### config.mk
export PLATFORM = sky130hd
export DESIGN_NAME = div_seq_ctrl
export DESIGN_NICKNAME = d
export VERILOG_FILES = /design/src/rtl/div_seq_ctrl_pkg.sv /design/src/rtl/div_seq_ctrl_edge_detect.sv /design/src/rtl/div_seq_ctrl.sv
export SDC_FILE = /design/constraint.sdc
export NUM_CORES = 1
export LEC_CHECK = 0
export BUFFER_PORTS_ARGS = -buffer_cell sky130_fd_sc_hd__buf_2
export CAP_MARGIN = 20
export CORE_AREA = 5 5 42 44
export DETAILED_ROUTE_END_ITERATION = 7
export DIE_AREA = 0 0 47 49
export PLACE_DENSITY_LB_ADDON = 0.2
export SLEW_MARGIN = 20
export SYNTH_ARGS = -nofsm -noshare
export SYNTH_HDL_FRONTEND = slang
export SYNTH_SLANG_ARGS = --single-unit
### constraint.sdc
create_clock -name clock -period 1.5 [get_ports clock]
set_input_delay 0.15 -clock clock [delete_from_list [all_inputs] [get_ports clock]]
set_output_delay 0.15 -clock clock [all_outputs]
set_load 0.02 [all_outputs]
### src/rtl/div_seq_ctrl_pkg.sv
// Shared encodings for the divider sequencer, datapath and display decoder.
// State values double as the prStateLed encoding.
package div_seq_pkg;

  typedef enum logic [2:0] {
    IDLE  = 3'd0,
    LOAD  = 3'd1,
    CHECK = 3'd2,
    SHIFT = 3'd3,
    TRIAL = 3'd4,
    SHOWQ = 3'd5,
    SHOWR = 3'd6,
    ERROR = 3'd7
  } state_t;

  localparam logic [1:0] ALU_PASS   = 2'b00;
  localparam logic [1:0] ALU_SUB    = 2'b01;
  localparam logic [1:0] ALU_SHOW_Q = 2'b10;
  localparam logic [1:0] ALU_SHOW_R = 2'b11;

endpackage

### src/rtl/div_seq_ctrl_edge_detect.sv
// Rising-edge detector with a synchronous reset value for the history flop.
// Resetting the history to 1 suppresses an edge from a level held through reset.
module edge_detect #(
  parameter logic RST_VAL = 1'b1
) (
  input  logic clk,
  input  logic rst,
  input  logic d,
  output logic rise
);

  logic d_q;
  logic d_d;

  always_comb begin
    d_d = d;
  end

  always_ff @(posedge clk) begin
    if (rst) d_q <= RST_VAL;
    else     d_q <= d_d;
  end

  assign rise = d & ~d_q;

endmodule

### src/rtl/div_seq_ctrl.sv
// Sequencer for the restoring shift/subtract divider: load, WIDTH shift/trial
// steps, then step the display through quotient and remainder on dv presses.
module div_seq_ctrl
  import div_seq_pkg::*;
#(
  parameter int WIDTH = 8,
  parameter int CW    = $clog2(WIDTH)
) (
  input  logic          clock,
  input  logic          reset,
  input  logic          dv,
  input  logic          bZero,
  input  logic          remNeg,
  output logic          selA,
  output logic          wrA,
  output logic          wrB,
  output logic          clrR,
  output logic          shiftRQ,
  output logic          wrR,
  output logic          qBit,
  output logic [1:0]    aluOp,
  output logic          busy,
  output logic          done,
  output logic          err,
  output logic [2:0]    prStateLed,
  output logic [CW-1:0] stepCount
);

  // Handshake: none beyond the dv button; a single rising edge advances
  // IDLE/SHOWQ/SHOWR/ERROR and edges seen in busy states are simply dropped.

  state_t        state_q, state_d;
  logic [CW-1:0] cnt_q, cnt_d;
  logic          dv_rise;

  edge_detect #(.RST_VAL(1'b1)) u_dv_edge (
    .clk  (clock),
    .rst  (reset),
    .d    (dv),
    .rise (dv_rise)
  );

  always_comb begin
    state_d = state_q;
    cnt_d   = cnt_q;
    selA    = 1'b0;
    wrA     = 1'b0;
    wrB     = 1'b0;
    clrR    = 1'b0;
    shiftRQ = 1'b0;
    wrR     = 1'b0;
    qBit    = 1'b0;
    aluOp   = ALU_PASS;
    busy    = 1'b0;
    done    = 1'b0;
    err     = 1'b0;
    case (state_q)
      IDLE: begin
        if (dv_rise) state_d = LOAD;
      end
      LOAD: begin
        busy    = 1'b1;
        selA    = 1'b1;
        wrA     = 1'b1;
        wrB     = 1'b1;
        clrR    = 1'b1;
        cnt_d   = CW'(WIDTH - 1);
        state_d = CHECK;
      end
      CHECK: begin
        busy    = 1'b1;
        state_d = bZero ? ERROR : SHIFT;
      end
      SHIFT: begin
        busy    = 1'b1;
        shiftRQ = 1'b1;
        state_d = TRIAL;
      end
      TRIAL: begin
        busy  = 1'b1;
        aluOp = ALU_SUB;
        // Restoring step: keep R - B only when it did not go negative.
        wrR   = ~remNeg;
        qBit  = ~remNeg;
        if (cnt_q == '0) begin
          state_d = SHOWQ;
        end else begin
          cnt_d   = cnt_q - CW'(1);
          state_d = SHIFT;
        end
      end
      SHOWQ: begin
        done  = 1'b1;
        aluOp = ALU_SHOW_Q;
        if (dv_rise) state_d = SHOWR;
      end
      SHOWR: begin
        done  = 1'b1;
        aluOp = ALU_SHOW_R;
        if (dv_rise) state_d = IDLE;
      end
      ERROR: begin
        err = 1'b1;
        if (dv_rise) state_d = IDLE;
      end
      default: begin
        state_d = IDLE;
      end
    endcase
  end

  always_ff @(posedge clock) begin
    if (reset) begin
      state_q <= IDLE;
      cnt_q   <= '0;
    end else begin
      state_q <= state_d;
      cnt_q   <= cnt_d;
    end
  end

  assign prStateLed = state_q;
  assign stepCount  = cnt_q;

endmodule
==> impl_results.md <==
- 1st-pass router iterations: 2
- Core Footprint: 1400 um2
- Vias in the first global route: roughly 430
- Fmax: 710 MHz
- Share of layout cells above drive strength 1: 42.0%
- Cell area after synthesis: around 460 um2
- Static Leak: ~0.00032 uW
- Count of flip-flops with a built-in enable after synthesis: 0
- Post-Syn Nets: 66
- RSZ-0062 raised after global routing: no
- Initial core utilization: 33.0%
- Startpoint Class: flop
- Fill cells: about 160
- Initial antenna violation count: 0
- Min-delay worst type: input pin to flop
- DIE WIDTH: 47 um
- Row Count: 14
- Synth cell count leaders: dfxtp_1 (7), a211oi_1 (6), nor2_1 (6), inv_1 (5)
- Congestion Overflow GR: 0
- Post-route setup slack: around 0.092 ns
- Leading area contributor after synthesis: dfxtp_1
- Setup TNS: 0 ns
- Vias/cell: 4.71
- Minimum clock period: ~1.4 ns
- CTS Buf Count: 3
- Pre-CTS WS: approximately 0.10 ns
- Root buffer cell: clkbuf_4
- Placer Congestion: 0.768
- Primary FF master, synth: dfxtp_1
- Initial DRC count: 3
- Final net count: 89
- GRT Total Usage: 11.1%
- Worst Skew: slightly above 0.006 ns
- Count leader, synth: dfxtp_1
- # diodes: 0
- Syn Inst Count: 59
- Seq cells post-synth: 7
- Total Die Area: roughly 2300 um2
- Synth unique cells: 26
- Min Hold Slack: 0.0896 ns
- Post-synth top area share: 30.3%
- Worst path arrival time: between 1.5 and 2 ns
- CP Max Fanout: 4
- Remaining DRCs: 0
- Largest net degree at the start of global routing: 14
- Resized Gates After CTS: 0
- Wirelength per Cell: between 10 and 15 um
- Peak VDD IR: roughly 490 uV
- Clk_lat worst skew: 0.27 ns
- Worst-margin pin slew: 0.270 ns
- Maxcap violations: 0
- Htree depth: 1
- Relative slew slack: approximately four fifths
- Post-route ant nets: 0
- CTS tree: built
- Ranking of synthesized cells by area: dfxtp_1 (30%), a211oi_1 (9.7%), buf_4 (6.5%)
- Post-CTS Setup Repair Bufs: 0
- Reg clk slew, reported paths: 0.06 ns
- First-pass GRT wire length: 1810 um
- Status: finished, final reports clean
- IO Port Bufs: 22
- Area added between synthesis and finish: 29.5%
- Slew Limit Fails: 0
- CP endpoint kind: flop
- CP Class: flop to flop
- Final Setup Violations: 0
- Fraction of the yosys area taken by sequential cells: between 30% and 40%
- DIE HEIGHT: 49 um
- Hold Vio Cnt, Final: 0
- Final period util: between 90 and 100%
- Io pins: 23
- Post-DP Area: 571 um2
- Num Clock Sinks: 7
- CTS Hold Bufs: 0
- Max clock buf depth: 2
- Via count: 457
- Critical Path RT: 1.69 ns
- Power per standard cell area: 1080 nW/um2
- Mean area per synthesized cell: 7.85 um2
- Detailed Route WL: 1140 um
- Post-DP HPWL: 873 um
- Ys Warns: 0
- Ys async rst share: 0%
- Post-route cell area: 599 um2
[sequential cells by signal (all words and copies together) (netlist names)]
register	cells
prStateLed	3
u_dv_edge.d_q	1
stepCount	3
[where the power goes]
| part | total, uW | switching [uW] | internal (uW) | leakage (uW) |
|---|---|---|---|---|
| combinational | 243 | 151 | 91.4 | 0.000244 |
| sequential | 218 | 12.1 | 206 | 0.0000577 |
| clock | 185 | 82.6 | 102 | 0.0000150 |
[cell families after synthesis]
kind of cell	synth area share, %
simple gates	24.9
compound gates	21.1
buf+inv	14.6
flops	30.3
xor+xnor	3.78
fa+ha+maj	5.40
[final cells by class]
type                    count  area [um2]  share of cell area, %
multi-input cells          40         260                   43.4
well taps                  16        20.0                   3.34
flip-flops and latches      7         141                   23.6
inverters                   5        18.8                   3.13
clock buffers               4        26.3                   4.38
repair buffers             25         133                   22.1
[path summary, 6_finish.rpt]
| path | slack (ns) | start | end | depth (start not counted) |
|---|---|---|---|---|
| setup reg to reg | 0.09 | stepCount[0] | stepCount[2] | 4 |
| hold / removal | 0.09 | dv | u_dv_edge.d_q | 2 |
| hold reg to reg | 0.50 | stepCount[0] | stepCount[0] | 1 |
| setup / recovery | 0.09 | stepCount[0] | stepCount[2] | 4 |
[metrics by stage]
step                      std cells  total power (uW)  utilization (%)
after global placement           93               460             40.7
after global routing             97               687             42.8
final                            97               645             42.8
after detailed placement         93               464             40.7
after floorplan                  59               401                -
after CTS                        97               653             42.6
[layout by cell type, fill, tap and decap left out, drive strengths merged]
| cell type | instances |
|---|---|
| a211oi | 6 |
| and2b | 1 |
| clkbuf | 4 |
| o22ai | 1 |
| inv | 5 |
| buf | 25 |
| a21o | 1 |
| ha | 2 |
| a31oi | 1 |
| nand2b | 2 |
| xor2 | 1 |
| or2 | 1 |
| o21bai | 1 |
| and3 | 1 |
| nor3b | 1 |
| or4 | 1 |
| nor2b | 1 |
| nor2 | 6 |
| o21ai | 2 |
| and2 | 2 |
| a21oi | 3 |
| xnor2 | 1 |
| dfxtp | 7 |
| nand2 | 4 |
| or3b | 1 |
[layer usage]
layer | vias up | track usage (%) | wire length [um]
li1 | 243 | - | -
met1 | 196 | 13.2 | 491
met2 | 13 | 15.8 | 530
met3 | 5 | 2.21 | 76
met4 | 0 | 9.68 | 44
met5 | - | 0 | 0
[worst max-delay path: stages, from the launching register on]
cell and delay, ns:
dfxtp_1 0.36, inv_1 0.08, ha_1 0.22, or4_1 0.50, a31oi_1 0.19
No activity file was read; power rests on OpenSTA's default activity.
